**src/rtl/des_pkg.sv**
```systemverilog
// DES constant tables, mode/state encodings and the permutation/round helpers
// shared by the core and its per-lane round logic.
package des_pkg;

  localparam logic MODE_ENC = 1'b0;
  localparam logic MODE_DEC = 1'b1;

  typedef logic [1:0] state_t;
  localparam state_t ST_IDLE   = 2'd0;
  localparam state_t ST_ROUND  = 2'd1;
  localparam state_t ST_OUTPUT = 2'd2;

  // Tables use 1-based DES bit numbers, bit 1 being the MSB.
  localparam int IP_T [64] = '{
    58, 50, 42, 34, 26, 18, 10, 2,  60, 52, 44, 36, 28, 20, 12, 4,
    62, 54, 46, 38, 30, 22, 14, 6,  64, 56, 48, 40, 32, 24, 16, 8,
    57, 49, 41, 33, 25, 17,  9, 1,  59, 51, 43, 35, 27, 19, 11, 3,
    61, 53, 45, 37, 29, 21, 13, 5,  63, 55, 47, 39, 31, 23, 15, 7};

  localparam int FP_T [64] = '{
    40, 8, 48, 16, 56, 24, 64, 32,  39, 7, 47, 15, 55, 23, 63, 31,
    38, 6, 46, 14, 54, 22, 62, 30,  37, 5, 45, 13, 53, 21, 61, 29,
    36, 4, 44, 12, 52, 20, 60, 28,  35, 3, 43, 11, 51, 19, 59, 27,
    34, 2, 42, 10, 50, 18, 58, 26,  33, 1, 41,  9, 49, 17, 57, 25};

  localparam int E_T [48] = '{
    32,  1,  2,  3,  4,  5,   4,  5,  6,  7,  8,  9,
     8,  9, 10, 11, 12, 13,  12, 13, 14, 15, 16, 17,
    16, 17, 18, 19, 20, 21,  20, 21, 22, 23, 24, 25,
    24, 25, 26, 27, 28, 29,  28, 29, 30, 31, 32,  1};

  localparam int P_T [32] = '{
    16,  7, 20, 21, 29, 12, 28, 17,   1, 15, 23, 26,  5, 18, 31, 10,
     2,  8, 24, 14, 32, 27,  3,  9,  19, 13, 30,  6, 22, 11,  4, 25};

  // Indexed by {row, col} = {b5, b0, b4..b1} of the 6-bit S-box input.
  localparam int SBOX_T [8][64] = '{
    '{14, 4,13, 1, 2,15,11, 8, 3,10, 6,12, 5, 9, 0, 7,
       0,15, 7, 4,14, 2,13, 1,10, 6,12,11, 9, 5, 3, 8,
       4, 1,14, 8,13, 6, 2,11,15,12, 9, 7, 3,10, 5, 0,
      15,12, 8, 2, 4, 9, 1, 7, 5,11, 3,14,10, 0, 6,13},
    '{15, 1, 8,14, 6,11, 3, 4, 9, 7, 2,13,12, 0, 5,10,
       3,13, 4, 7,15, 2, 8,14,12, 0, 1,10, 6, 9,11, 5,
       0,14, 7,11,10, 4,13, 1, 5, 8,12, 6, 9, 3, 2,15,
      13, 8,10, 1, 3,15, 4, 2,11, 6, 7,12, 0, 5,14, 9},
    '{10, 0, 9,14, 6, 3,15, 5, 1,13,12, 7,11, 4, 2, 8,
      13, 7, 0, 9, 3, 4, 6,10, 2, 8, 5,14,12,11,15, 1,
      13, 6, 4, 9, 8,15, 3, 0,11, 1, 2,12, 5,10,14, 7,
       1,10,13, 0, 6, 9, 8, 7, 4,15,14, 3,11, 5, 2,12},
    '{ 7,13,14, 3, 0, 6, 9,10, 1, 2, 8, 5,11,12, 4,15,
      13, 8,11, 5, 6,15, 0, 3, 4, 7, 2,12, 1,10,14, 9,
      10, 6, 9, 0,12,11, 7,13,15, 1, 3,14, 5, 2, 8, 4,
       3,15, 0, 6,10, 1,13, 8, 9, 4, 5,11,12, 7, 2,14},
    '{ 2,12, 4, 1, 7,10,11, 6, 8, 5, 3,15,13, 0,14, 9,
      14,11, 2,12, 4, 7,13, 1, 5, 0,15,10, 3, 9, 8, 6,
       4, 2, 1,11,10,13, 7, 8,15, 9,12, 5, 6, 3, 0,14,
      11, 8,12, 7, 1,14, 2,13, 6,15, 0, 9,10, 4, 5, 3},
    '{12, 1,10,15, 9, 2, 6, 8, 0,13, 3, 4,14, 7, 5,11,
      10,15, 4, 2, 7,12, 9, 5, 6, 1,13,14, 0,11, 3, 8,
       9,14,15, 5, 2, 8,12, 3, 7, 0, 4,10, 1,13,11, 6,
       4, 3, 2,12, 9, 5,15,10,11,14, 1, 7, 6, 0, 8,13},
    '{ 4,11, 2,14,15, 0, 8,13, 3,12, 9, 7, 5,10, 6, 1,
      13, 0,11, 7, 4, 9, 1,10,14, 3, 5,12, 2,15, 8, 6,
       1, 4,11,13,12, 3, 7,14,10,15, 6, 8, 0, 5, 9, 2,
       6,11,13, 8, 1, 4,10, 7, 9, 5, 0,15,14, 2, 3,12},
    '{13, 2, 8, 4, 6,15,11, 1,10, 9, 3,14, 5, 0,12, 7,
       1,15,13, 8,10, 3, 7, 4,12, 5, 6,11, 0,14, 9, 2,
       7,11, 4, 1, 9,12,14, 2, 0, 6,10,13,15, 3, 5, 8,
       2, 1,14, 7, 4,10, 8,13,15,12, 9, 0, 3, 5, 6,11}};

  function automatic logic [63:0] ip(input logic [63:0] x);
    logic [63:0] y;
    y = '0;
    for (int i = 0; i < 64; i++) y[6'(63 - i)] = x[6'(64 - IP_T[i])];
    return y;
  endfunction

  function automatic logic [63:0] fp(input logic [63:0] x);
    logic [63:0] y;
    y = '0;
    for (int i = 0; i < 64; i++) y[6'(63 - i)] = x[6'(64 - FP_T[i])];
    return y;
  endfunction

  function automatic logic [31:0] feistel_f(input logic [31:0] r, input logic [47:0] k);
    logic [47:0] e;
    logic [31:0] s;
    logic [31:0] p;
    logic [5:0]  c;
    e = '0;
    s = '0;
    p = '0;
    for (int i = 0; i < 48; i++) e[6'(47 - i)] = r[5'(32 - E_T[i])];
    e = e ^ k;
    for (int b = 0; b < 8; b++) begin
      c = e[6'(47 - 6 * b) -: 6];
      s[5'(31 - 4 * b) -: 4] = 4'(SBOX_T[b][{c[5], c[0], c[4:1]}]);
    end
    for (int i = 0; i < 32; i++) p[5'(31 - i)] = s[5'(32 - P_T[i])];
    return p;
  endfunction

endpackage

```
**src/rtl/des_core_pipe_round.sv**
```systemverilog
// One combinational DES Feistel round; the core chains these per clock.
module des_round
  import des_pkg::*;
(
  input  logic [31:0] l_in,
  input  logic [31:0] r_in,
  input  logic [47:0] k,
  output logic [31:0] l_out,
  output logic [31:0] r_out
);
  assign l_out = r_in;
  assign r_out = l_in ^ feistel_f(r_in, k);
endmodule

```
**src/rtl/des_core_pipe.sv**
```systemverilog
// Iterative DES engine, ROUNDS_PER_CYCLE rounds per clock, subkeys fetched per cycle.
// Define DES_CBC_EN to add IV/chain ports and CBC chaining; default build is ECB only.
module des_core_pipe
  import des_pkg::*;
#(
  parameter int ROUNDS_PER_CYCLE = 1,
  parameter int CTR_W            = 5
) (
  input  logic                          clk,
  input  logic                          rst,
  input  logic                          in_valid,
  output logic                          in_ready,
  input  logic                          in_mode,
  input  logic [63:0]                   in_data,
`ifdef DES_CBC_EN
  input  logic [63:0]                   iv,
  input  logic                          iv_load,
  input  logic                          in_chain,
`endif
  output logic                          subkey_req,
  output logic [3:0]                    subkey_idx,
  input  logic [48*ROUNDS_PER_CYCLE-1:0] subkeys,
  output logic                          out_valid,
  input  logic                          out_ready,
  output logic [63:0]                   out_data,
  output logic                          out_mode,
  output logic [CTR_W-1:0]              round_counter,
  output logic                          busy
);
  localparam int R = ROUNDS_PER_CYCLE;

  if (!(R == 1 || R == 2 || R == 4 || R == 8 || R == 16)) begin : g_bad_rpc
    $error("des_core_pipe: ROUNDS_PER_CYCLE must be 1, 2, 4, 8 or 16");
  end

  state_t             state;
  logic [31:0]        l_r, r_r;
  logic               mode_r;
  logic [R:0][31:0]   lc, rc;
  logic [CTR_W-1:0]   rc_next;
  logic               last;
  logic [63:0]        ip_src, fp_res;

  assign in_ready   = (state == ST_IDLE);
  assign busy       = ~in_ready;
  assign subkey_req = (state == ST_ROUND);
  assign subkey_idx = (mode_r == MODE_DEC) ? 4'd15 - round_counter[3:0] : round_counter[3:0];
  assign rc_next    = round_counter + CTR_W'(R);
  assign last       = (rc_next == CTR_W'(16));

  assign lc[0] = l_r;
  assign rc[0] = r_r;
  for (genvar g = 0; g < R; g++) begin : g_lane
    des_round u_rnd (
      .l_in  (lc[g]),
      .r_in  (rc[g]),
      .k     (subkeys[48*g +: 48]),
      .l_out (lc[g+1]),
      .r_out (rc[g+1])
    );
  end

`ifdef DES_CBC_EN
  logic [63:0] chain, chain_eff, ct_r;
  logic        chain_en;
  // A same-cycle IV load wins over the old chain value for the block being accepted.
  assign chain_eff = iv_load ? iv : chain;
`endif

  always_comb begin
    ip_src = in_data;
    fp_res = fp({rc[R], lc[R]});
`ifdef DES_CBC_EN
    if (in_chain && in_mode == MODE_ENC) ip_src = in_data ^ chain_eff;
    if (chain_en && mode_r == MODE_DEC)  fp_res = fp_res ^ chain;
`endif
  end

  always_ff @(posedge clk) begin
    if (rst) begin
      state         <= ST_IDLE;
      l_r           <= '0;
      r_r           <= '0;
      mode_r        <= MODE_ENC;
      round_counter <= '0;
      out_data      <= '0;
      out_mode      <= 1'b0;
      out_valid     <= 1'b0;
    end else begin
      case (state)
        ST_IDLE: if (in_valid) begin
          {l_r, r_r}    <= ip(ip_src);
          mode_r        <= in_mode;
          round_counter <= '0;
          state         <= ST_ROUND;
        end
        ST_ROUND: begin
          l_r           <= lc[R];
          r_r           <= rc[R];
          round_counter <= rc_next;
          if (last) begin
            out_data  <= fp_res;
            out_mode  <= mode_r;
            out_valid <= 1'b1;
            state     <= ST_OUTPUT;
          end
        end
        ST_OUTPUT: if (out_ready) begin
          out_valid <= 1'b0;
          state     <= ST_IDLE;
        end
        default: state <= ST_IDLE;
      endcase
    end
  end

`ifdef DES_CBC_EN
  always_ff @(posedge clk) begin
    if (rst) begin
      chain    <= '0;
      ct_r     <= '0;
      chain_en <= 1'b0;
    end else if (state == ST_IDLE) begin
      if (iv_load) chain <= iv;
      if (in_valid) begin
        ct_r     <= in_data;
        chain_en <= in_chain;
      end
    end else if (state == ST_ROUND && last && chain_en) begin
      chain <= (mode_r == MODE_ENC) ? fp_res : ct_r;
    end
  end
`endif

endmodule

```
**config.mk**
```make
export PLATFORM = sky130hd
export DESIGN_NAME = des_core_pipe
export DESIGN_NICKNAME = d
export VERILOG_FILES = /design/src/rtl/des_pkg.sv /design/src/rtl/des_core_pipe_round.sv /design/src/rtl/des_core_pipe.sv
export SDC_FILE = /design/constraint.sdc
export NUM_CORES = 1
export LEC_CHECK = 0
export CAP_MARGIN = 20
export CORE_UTILIZATION = 38
export CTS_BUF_LIST = sky130_fd_sc_hd__clkbuf_4 sky130_fd_sc_hd__clkbuf_8 sky130_fd_sc_hd__clkbuf_16
export DETAILED_ROUTE_END_ITERATION = 7
export HOLD_SLACK_MARGIN = 0.15
export PLACE_DENSITY = 0.84
export REMOVE_ABC_BUFFERS = 1
export SYNTH_ARGS = -nofsm -noshare
export SYNTH_HDL_FRONTEND = slang
export SYNTH_SLANG_ARGS = --single-unit
export TNS_END_PERCENT = 30
```
**constraint.sdc**
```tcl
create_clock -name clk -period 2.35 [get_ports clk]
set_input_delay 0.235 -clock clk [delete_from_list [all_inputs] [get_ports clk]]
set_output_delay 0.235 -clock clk [all_outputs]
set_load 0.01 [all_outputs]
```
==> impl_results.md, run 1 <==
* Status: complete, no violations
* Endpoints failing hold at 0
* Core area at 10790 sq um
* Slew at the pin with the worst max-slew slack at 1.036 ns
* Vias post-DR at 3540
* H-tree Lvls at 3
* Worst setup path class: input pin to flop
* Residual DRC count at 0
* Clock sinks at 61
* Starting Density at 38.92%
* IO Port Bufs at 72
* Post-CTS Setup Bufs at 0
* Tcrit/Tclk final at 93.30%
* Critical path arrival at 2.43 ns
* Routed Antenna Nets at 0
* Diodes inserted at 0
* Wirelength per Cell at 14.27 um
* Fin cells at 708
* Number of flops mapped to enable cells by yosys at 0
* Crit path launch type: input pin
* Critical Path RT at 2.58 ns
* Number of global-route vias before repair at 3460
* Top cell type's share of synthesized area at 29.07%
* First-pass GRT wire length at 16460 um
* RD Place Congestion at 0.8455
* Relative slew slack at 30.93%
* Leak Pwr at 0.002336 uW
* # hold bufs at CTS at 0
* Hold WC Path Type: input pin to flop
* Die Y at 107.1 um
* Setup_tns at 0 ns
* Top-count cell post-synth: nor2_1
* CP max FO at 3
* Synth area leaders: dfxtp_1, mux2i_1, buf_4, ha_1, nor2_1
* Initial DRC count at 178
* Num CTS Buffers at 9
* CTS tree: done
* Post-synth top area cell: dfxtp_1
* Cells after Synth at 477
* CTS max path bufs at 2
* Layout Nets at 703
* Top post-synthesis cells by count: nor2_1, dfxtp_1, buf_4
* Peak supply drop at 0.4691 mV
* RSZ-0062 raised after global routing: false
* Initial antenna violation count at 0
* Total gr overflow at 0
* Row cnt at 38
* Cell Chain, Critical Path: clkdlybuf4s50_1, xnor2_4, inv_1, ha_1, mux2_4, mux4_2, xnor2_1, nand3_1, o211ai_1
* CTS Root Cell: clkbuf_8
* Total GRT Usage at 18.15%
* Synth async-reset ratio at 0%
* Slowest Stage Delay on Critical Path at 0.58 ns
* Proportion of layout cells with a drive suffix above 1 at 11.62%
* Top FF cell, synth: dfxtp_1
* Minimum clock period at 2.192 ns
* Netlist cell types at 55
* Boundary Pins at 195
* Worst-path clk slew at 0.07 ns
* Setup crit end kind: flop
* Pwr dens at 690.5 nW/um^2
* Fmax at 0.4561 GHz
* Max-slew violation count at 0
* DP Cell Count at 692
* Synthesis Warnings at 0
* Power Total at 3647 uW
* Max cap viols at 0
* Worst-Skew Late Latency at 0.35 ns
* Mean Syn Cell Area at 8.806 sq um
* PostCTS Resize Cnt at 0
* Flops & latches, synth at 61
* Hpwl dp at 7570 um
* Setup violators final at 0
* Layout area overhead at 25.74%
* Post-synthesis cell area at 4200 sq um
* Die Wd at 107.1 um
* Routed WL at 10100 um
* Largest net degree at the start of global routing at 59
* Drt first pass iters at 4
* Vias per cell at 5.000
* Slowest cell on the critical path: clkdlybuf4s50_1
* Register area share after synthesis at 29.07%
* Die area at 11480 sq um
* Clock Skew at 0.006259 ns
[through the flow]
stage	hold WS [ns]	setup slack (ns)	util [%]	area, sq um
3_5_place_dp	0.4889	-0.2107	46.64	5034
5_1_grt	0.3159	0.03642	48.93	5281
6_report	0.2957	0.1575	48.93	5281
2_1_floorplan	0.3041	-0.1347	-	3901
3_3_place_gp	0.4825	-0.1502	46.64	5034
4_1_cts	0.2770	0.1376	48.93	5281
[placed cells by master (no fill, tap or decap), types with 3 or more instances in the layout]
master           instances
clkdlybuf4s50_1         71
nor2_1                  66
dfxtp_1                 61
conb_1                  48
mux2i_1                 46
buf_4                   29
ha_1                    23
inv_1                   17
a22oi_1                 17
nand2_1                 16
a21oi_1                 16
xnor2_1                 13
a211oi_1                13
xor2_1                  12
nor3_1                  10
clkbuf_8                10
o21ai_0                  9
nor2b_1                  8
nand3_1                  6
a31oi_1                  6
nand2b_1                 5
and3_1                   5
o211ai_1                 4
mux4_2                   4
nor3b_1                  3
a211o_1                  3
and2_1                   3
bufinv_16                3
[path summary, 6_finish.rpt]
path / slack, ns / depth (start not counted) / to / startpoint
min reg2reg: 0.50 / 2 / out_data[15] / out_data[15]
max reg2reg: 0.19 / 8 / r_r[0] / r_r[4]
max: 0.16 / 9 / r_r[0] / subkeys[7]
min: 0.30 / 4 / r_r[5] / rst
[where the power goes]
group / internal [uW] / switching (uW)
sequential: 1110 / 86.8
clock: 731 / 435
combinational: 601 / 681
total: 2440 / 1200
[layer usage]
layer  wire (um)  part of all wire (%)  track usage (%)  vias up
met2        5094                    50            32.17      119
met1        4173                    41            21.48     1675
met5           0                     0                0        -
li1            -                     -                -     1734
met4         136                   1.3            5.577        0
met3         701                   6.9            4.377       12
[critical path, delay by kind of cell]
family	cells	cell delay, ns
adders and majority gates	1	0.32
muxes	2	0.75
buffers and inverters	2	0.66
xor gates and xnor gates	2	0.28
AOI/OAI and AO/OA	1	0.09
and+or+nand+nor	1	0.09
[registers in the layout, summed over array words and instances (netlist names)]
name,count
r_r,20
out_data,16
l_r,15
round_counter,5
state,2
mode_r,1
out_mode,1
out_valid,1
[kinds of logic after synthesis]
logic type,after synthesis,synth area share [%]
mux,53,14.00
buf+inv,92,12.93
xor+xnor,31,8.341
compound gates,88,14.75
simple gates,128,13.97
flops,61,29.07
fa+ha+maj,23,6.851
other cells,1,0.08928
[layout make-up]
| type | count | area, sq um |
|---|---|---|
| multi-input combinational | 371 | 2616 |
| clock buffer | 10 | 137.6 |
| fill | 1000 | 5512 |
| timing repair buffer | 102 | 953.4 |
| clock inverter | 6 | 110.1 |
| tap | 140 | 175.2 |
| sequential | 61 | 1221 |
| inverter | 18 | 67.56 |
No activity file was read; power rests on OpenSTA's default activity.
==> run 2, diff against run 1 <==
CELL_PAD_IN_SITES_DETAIL_PLACEMENT = 1   (was unset)
CELL_PAD_IN_SITES_GLOBAL_PLACEMENT = 1   (was unset)
CORE_UTILIZATION = 27   (was 38)
GPL_TIMING_DRIVEN = 0   (was unset)
PLACE_DENSITY = 0.75   (was 0.84)
==> run 2 against run 1 <==
  * Core utilization decreased by 14 points
  * Sequential share of layout area decreased by 0.12 points
  * Maximum frequency decreased by 2.4%
  * Flip-flop and latch count unchanged
  * Clock power increased by 14%
  * Cell count increased by 3.5%
  * Critical path type unchanged
==> impl_results.md, run 2 (synthesis gave the netlist of run 1 again) <==
* Status: complete, no violations
* Slowest cell on the critical path: clkdlybuf4s50_1
* Layout Nets at 680 (-3.3%)
* Residual DRC count at 0 (unchanged)
* Boundary Pins at 195 (unchanged)
* Drt first pass iters at 4 (unchanged)
* Proportion of layout cells with a drive suffix above 1 at 9.358% (-2.3 points)
* H-tree Lvls at 3 (unchanged)
* Layout area overhead at 26.93%
* Hold Slack at 0.2781 ns (-0.01769 ns)
* Max FFs per register at 20 (unchanged)
* Setup crit end kind: flop
* Cell Chain, Critical Path: clkdlybuf4s50_1, xor2_4, ha_1, mux2_4, mux4_2, xnor2_1, nand3_1, o211ai_1
* Die area at 16060 sq um (+40%)
* CTS Root Cell: clkbuf_16
* Hold WC Path Type: input pin to flop
* Largest regs: r_r x20, out_data x16, l_r x15
* Slowest Stage Delay on Critical Path at 0.55 ns (-0.03 ns)
* Vias post-DR at 3504 (-1.0%)
* First-pass GRT wire length at 18740 um (+14%)
* Vias per cell at 4.780 (-4.4%)
* Diodes inserted at 0 (unchanged)
* Largest net degree at the start of global routing at 46 (-22%)
* Routed WL at 11590 um (+15%)
* Endpoints failing hold at 0 (unchanged)
* Peak supply drop at 0.3297 mV (-30%)
* RD Place Congestion at 0.7621 (-9.9%)
* WP buf/inv at 1 (-1)
* Worst-path clk slew at 0.05 ns (-0.02 ns)
* IO Port Bufs at 72 (unchanged)
* CTS max path bufs at 2 (unchanged)
* Num CTS Buffers at 9 (unchanged)
* Core area at 15200 sq um (+41%)
* Fin worst setup slack at 0.1025 ns (-0.05504 ns)
* Biggest register: r_r
* Routed Antenna Nets at 0 (unchanged)
* Die Y at 126.7 um (+18%)
* Die Wd at 126.7 um (+18%)
* Slew at the pin with the worst max-slew slack at 0.6786 ns (-0.3573 ns)
* Initial antenna violation count at 0 (unchanged)
* Layout Utilization at 35.07% (-14 points)
* Number of global-route vias before repair at 3637 (+5.1%)
* Setup_tns at 0 ns (unchanged)
* Hpwl dp at 8516 um (+12%)
* Setup violators final at 0 (unchanged)
* Worst-Skew Late Latency at 0.33 ns (-0.02 ns)
* # fillers at 1764 (+76%)
* RSZ-0062 raised after global routing: true
* Worst setup path class: input pin to flop
* Clock sinks at 61 (unchanged)
* Tcrit/Tclk final at 95.64% (+2.3 points)
* Wirelength per Cell at 15.81 um (+11%)
* Fmax at 0.4449 GHz (-2.4%)
* Row cnt at 45 (+18%)
* CTS tree: done
* Commonest non-fill, non-tap cells in the layout: clkdlybuf4s50_1, nor2_1, dfxtp_1
* Pwr dens at 713.9 nW/um^2 (+3.4%)
* Commonest non-fill, non-tap cell in the layout: clkdlybuf4s50_1
* Max cap viols at 0 (unchanged)
* Relative slew slack at 54.75% (+24 points)
* Starting Density at 27.63% (-11 points)
* Critical Path RT at 2.55 ns (-0.03 ns)
* Total gr overflow at 0 (unchanged)
* Pre-CTS WS at -0.5856 ns (-0.3748 ns)
* Critical path's top delay family: multiplexers
* Total GRT Usage at 14.87% (-3.3 points)
* Max-slew violation count at 0 (unchanged)
* Clock Skew at 0.005702 ns (-0.0005570 ns)
* CP max FO at 8 (+5)
* Initial DRC count at 136 (-24%)
* Crit path launch type: input pin
* Minimum clock period at 2.247 ns (+0.05504 ns)
* Leak Pwr at 0.002294 uW (-1.8%)
* Critical path arrival at 2.45 ns (+0.02 ns)
[run 2: changes by cell type in the layout (fill, tap and decap cells not counted), sizes merged]
| cell | change |
|---|---|
| bufinv | -2 |
| clkinv | +1 |
| clkdlybuf4s50 | -1 |
| clkinvlp | -1 |
| dlymetal6s2s | +1 |
| clkbuf | +2 |
| buf | -23 |
[run 2: final timing paths]
path	start	to	slack (ns)	cells after the start
max reg2reg	r_r[7]	r_r[10]	0.12	6
min	rst	out_data[23]	0.28	2
max	subkeys[8]	r_r[0]	0.10	8
min reg2reg	out_data[25]	out_data[25]	0.50	2
[run 2: cell type report]
type                            instances  area, sq um  area share [%]
Clock buffer                           12        254.0           4.764
Clock inverter                          4        47.55          0.8918
Inverter                               18        67.56           1.267
Multi-Input combinational cell        371         2690           50.46
Sequential cell                        61         1226           23.00
Tap cell                              188        235.2           4.412
Timing Repair Buffer                   79        810.8           15.21
[run 2: where the power goes]
| part | total (uW) | leakage, uW | switching, uW | internal, uW |
|---|---|---|---|---|
| Combinational | 1260 | 0.00165 | 697 | 561 |
| Clock | 1330 | 0.000149 | 462 | 869 |
| Sequential | 1220 | 0.000497 | 103 | 1110 |
| Total | 3810 | 0.00229 | 1260 | 2540 |
[run 2: per-stage QoR]
| step | cells | instance area (sq um) | total power (uW) |
|---|---|---|---|
| finish | 733 | 5331 | 3806 |
| CTS | 730 | 5284 | 3832 |
| detailed placement | 714 | 4926 | 2448 |
| global route | 733 | 5331 | 4041 |
| floorplan | 450 | 3901 | 2007 |
| global placement | 710 | 4857 | 2345 |
[run 2: routing by layer]
metal | global-route usage [%] | up-vias | routed length [um]
met5 | 0 | - | 0
met4 | 3.922 | 0 | 123
met3 | 4.766 | 10 | 677
met2 | 25.87 | 91 | 5640
met1 | 17.61 | 1701 | 5150
li1 | - | 1702 | -
[run 2: repair_timing]
action	CTS	global route
setup buffers	0	3
hold buffers	0	0
gates resized for setup	10	6
pin swaps	0	1
setup endpoints to repair	51	12
endpoints found under the hold margin	0	0
==> run 3, diff against run 2 <==
CELL_PAD_IN_SITES_DETAIL_PLACEMENT = 0   (was 1)
SKIP_LAST_GASP = 1   (was unset)
==> run 3 against run 2 <==
  * Clock skew up 0.0038 ns
  * Total power decreased by 0.59%
  * Design area fell by 0.47%
  * Clock power is essentially flat
  * Via count down 2.4%
  * Combinational power shrank 3%
  * Critical path depth did not move
  * Critical endpoint is now round_counter[2]
  * Maximum frequency is 0.13% higher
  * Hold slack improved by 0.00054 ns
==> impl_results.md, run 3 (synthesis gave the netlist of run 1 again) <==
* Status: complete, no violations
* Pwr dens at 713.0 nW/um^2 (-0.12%)
* Wirelength per Cell at 14.28 um (-9.7%)
* Pre-CTS WS at -0.4361 ns (+0.1495 ns)
* Worst-path clk slew at 0.05 ns (about the same)
* CP max FO at 14 (+6)
* Setup crit end kind: flop
* Routed Antenna Nets at 0 (unchanged)
* Post-CTS Setup Bufs at 0 (unchanged)
* Worst-Skew Late Latency at 0.32 ns (about the same)
* Slowest Stage Delay on Critical Path at 0.39 ns (-0.16 ns)
* Crit path launch type: flop
* Diodes inserted at 0 (unchanged)
* Peak supply drop at 0.3236 mV (-1.8%)
* Boundary Pins at 195 (unchanged)
* Multi-input logic area at 2683 sq um (-0.28%)
* Tcrit/Tclk final at 95.52% (-0.12 points)
* Max-slew violation count at 0 (unchanged)
* Initial antenna violation count at 0 (unchanged)
* Initial DRC count at 176 (+29%)
* Starting Density at 27.63% (unchanged)
* Fin worst setup slack at 0.1054 ns (+0.002892 ns)
* CTS Root Cell: clkbuf_16
* Hold WC Path Type: input pin to flop
* CTS max path bufs at 2 (unchanged)
* IO Port Bufs at 72 (unchanged)
* WP buf/inv at 2 (+1)
* Total GRT Usage at 12.89% (-2.0 points)
* Slew at the pin with the worst max-slew slack at 0.6735 ns (-0.005157 ns)
* Vias post-DR at 3421 (-2.4%)
* Hpwl dp at 7474 um (-12%)
* Largest net degree at the start of global routing at 46 (unchanged)
* Clock Skew at 0.009491 ns (+0.003789 ns)
* Num CTS Buffers at 9 (unchanged)
* Critical Path RT at 2.56 ns (about the same)
* Max cap viols at 0 (unchanged)
* Vias per cell at 4.686 (-2.0%)
* Proportion of layout cells with a drive suffix above 1 at 8.856% (-0.50 points)
* Commonest non-fill, non-tap cell in the layout: clkdlybuf4s50_1
* Max FFs per register at 20 (unchanged)
* Minimum clock period at 2.245 ns (-0.002892 ns)
* Die area at 16060 sq um (unchanged)
* Biggest register: r_r
* CTS tree: done
* Relative slew slack at 55.06% (+0.31 points)
* Power Total at 3783 uW (-0.59%)
* RD Place Congestion at 0.7621 (unchanged)
* Die Y at 126.7 um (unchanged)
* Clock sinks at 61 (unchanged)
* Cell Chain, Critical Path: inv_1, ha_1, nand2b_1, nor2b_2, buf_4, o21ai_0, a21oi_1, nor2_1
* Register area at 1226 sq um (unchanged)
* Slowest cell on the critical path: dfxtp_1
* Die Wd at 126.7 um (unchanged)
* Leak Pwr at 0.002278 uW (-0.74%)
* Number of global-route vias before repair at 3239 (-11%)
* Layout Nets at 677 (-0.44%)
* Critical path arrival at 2.46 ns (about the same)
* Row cnt at 45 (unchanged)
* Drt first pass iters at 4 (unchanged)
* Total gr overflow at 0 (unchanged)
* Setup violators final at 0 (unchanged)
* # fillers at 1526 (-13%)
* Largest regs: r_r x20, out_data x16, l_r x15
* Routed WL at 10420 um (-10%)
* Commonest non-fill, non-tap cells in the layout: clkdlybuf4s50_1, nor2_1, dfxtp_1
* Residual DRC count at 0 (unchanged)
* Fmax at 0.4455 GHz (+0.13%)
* Endpoints failing hold at 0 (unchanged)
* Worst setup path class: flop to flop
* Core area at 15200 sq um (unchanged)
* Critical path's top delay family: simple AND/OR/NAND/NOR gates
* Layout area overhead at 26.33%
* First-pass GRT wire length at 16110 um (-14%)
* H-tree Lvls at 3 (unchanged)
* RSZ-0062 raised after global routing: true
-- run 3: worst paths after layout --
kind / start / end / slack [ns] / depth (start not counted)
worst min-delay path: rst / l_r[29] / 0.28 / 2
worst min register to register: out_mode / out_mode / 0.49 / 2
worst max register to register: state[0] / round_counter[2] / 0.11 / 8
worst max-delay path: state[0] / round_counter[2] / 0.11 / 8
-- run 3: power by group --
| group | internal [uW] | switching, uW |
|---|---|---|
| sequential | 1120 | 97.0 |
| clock | 909 | 442 |
| combinational | 550 | 670 |
| total | 2570 | 1210 |
-- run 3: worst reg2reg max path: cells and delay by family (launching register included) --
family                     cells  cell delay [ns]
adders and majority gates      1             0.32
AOI/OAI and AO/OA              2             0.29
DFF                            1             0.39
and+or+nand+nor                3             0.78
buffers and inverters          2             0.35
-- run 3: final cells by class --
class / count / share of cell area, %
Multi-Input combinational cell: 371 / 50.55
Sequential cell: 61 / 23.11
Timing Repair Buffer: 76 / 14.85
Clock buffer: 15 / 5.211
Tap cell: 188 / 4.433
Inverter: 18 / 1.273
Clock inverter: 1 / 0.5659
-- run 3: metrics by stage --
step	instance area (sq um)	hold WS [ns]	util [%]	std cells	setup TNS (ns)
2_1_floorplan	3901	0.3041	-	450	-0.2800
3_3_place_gp	4857	0.4831	31.95	710	-40.20
3_5_place_dp	4926	0.4904	32.40	714	-9.931
4_1_cts	5275	0.2675	34.70	730	-0.07461
5_1_grt	5306	0.2949	34.91	730	-0.05144
6_report	5306	0.2786	34.91	730	0
-- run 3: layer usage --
layer	vias up	share of wire, %	global-route usage [%]
li1	1692	-	-
met2	99	46	21.48
met1	1614	46	15.60
met3	16	6.0	3.585
met4	0	1.7	5.392
met5	-	0	0
-- run 3: timing repair --
| item | 4_1_cts | 5_1_grt |
|---|---|---|
| setup endpoints to repair | 48 | 11 |
| pin swaps | 0 | 1 |
| hold buffers | 0 | 0 |
| gates resized for setup | 7 | 6 |
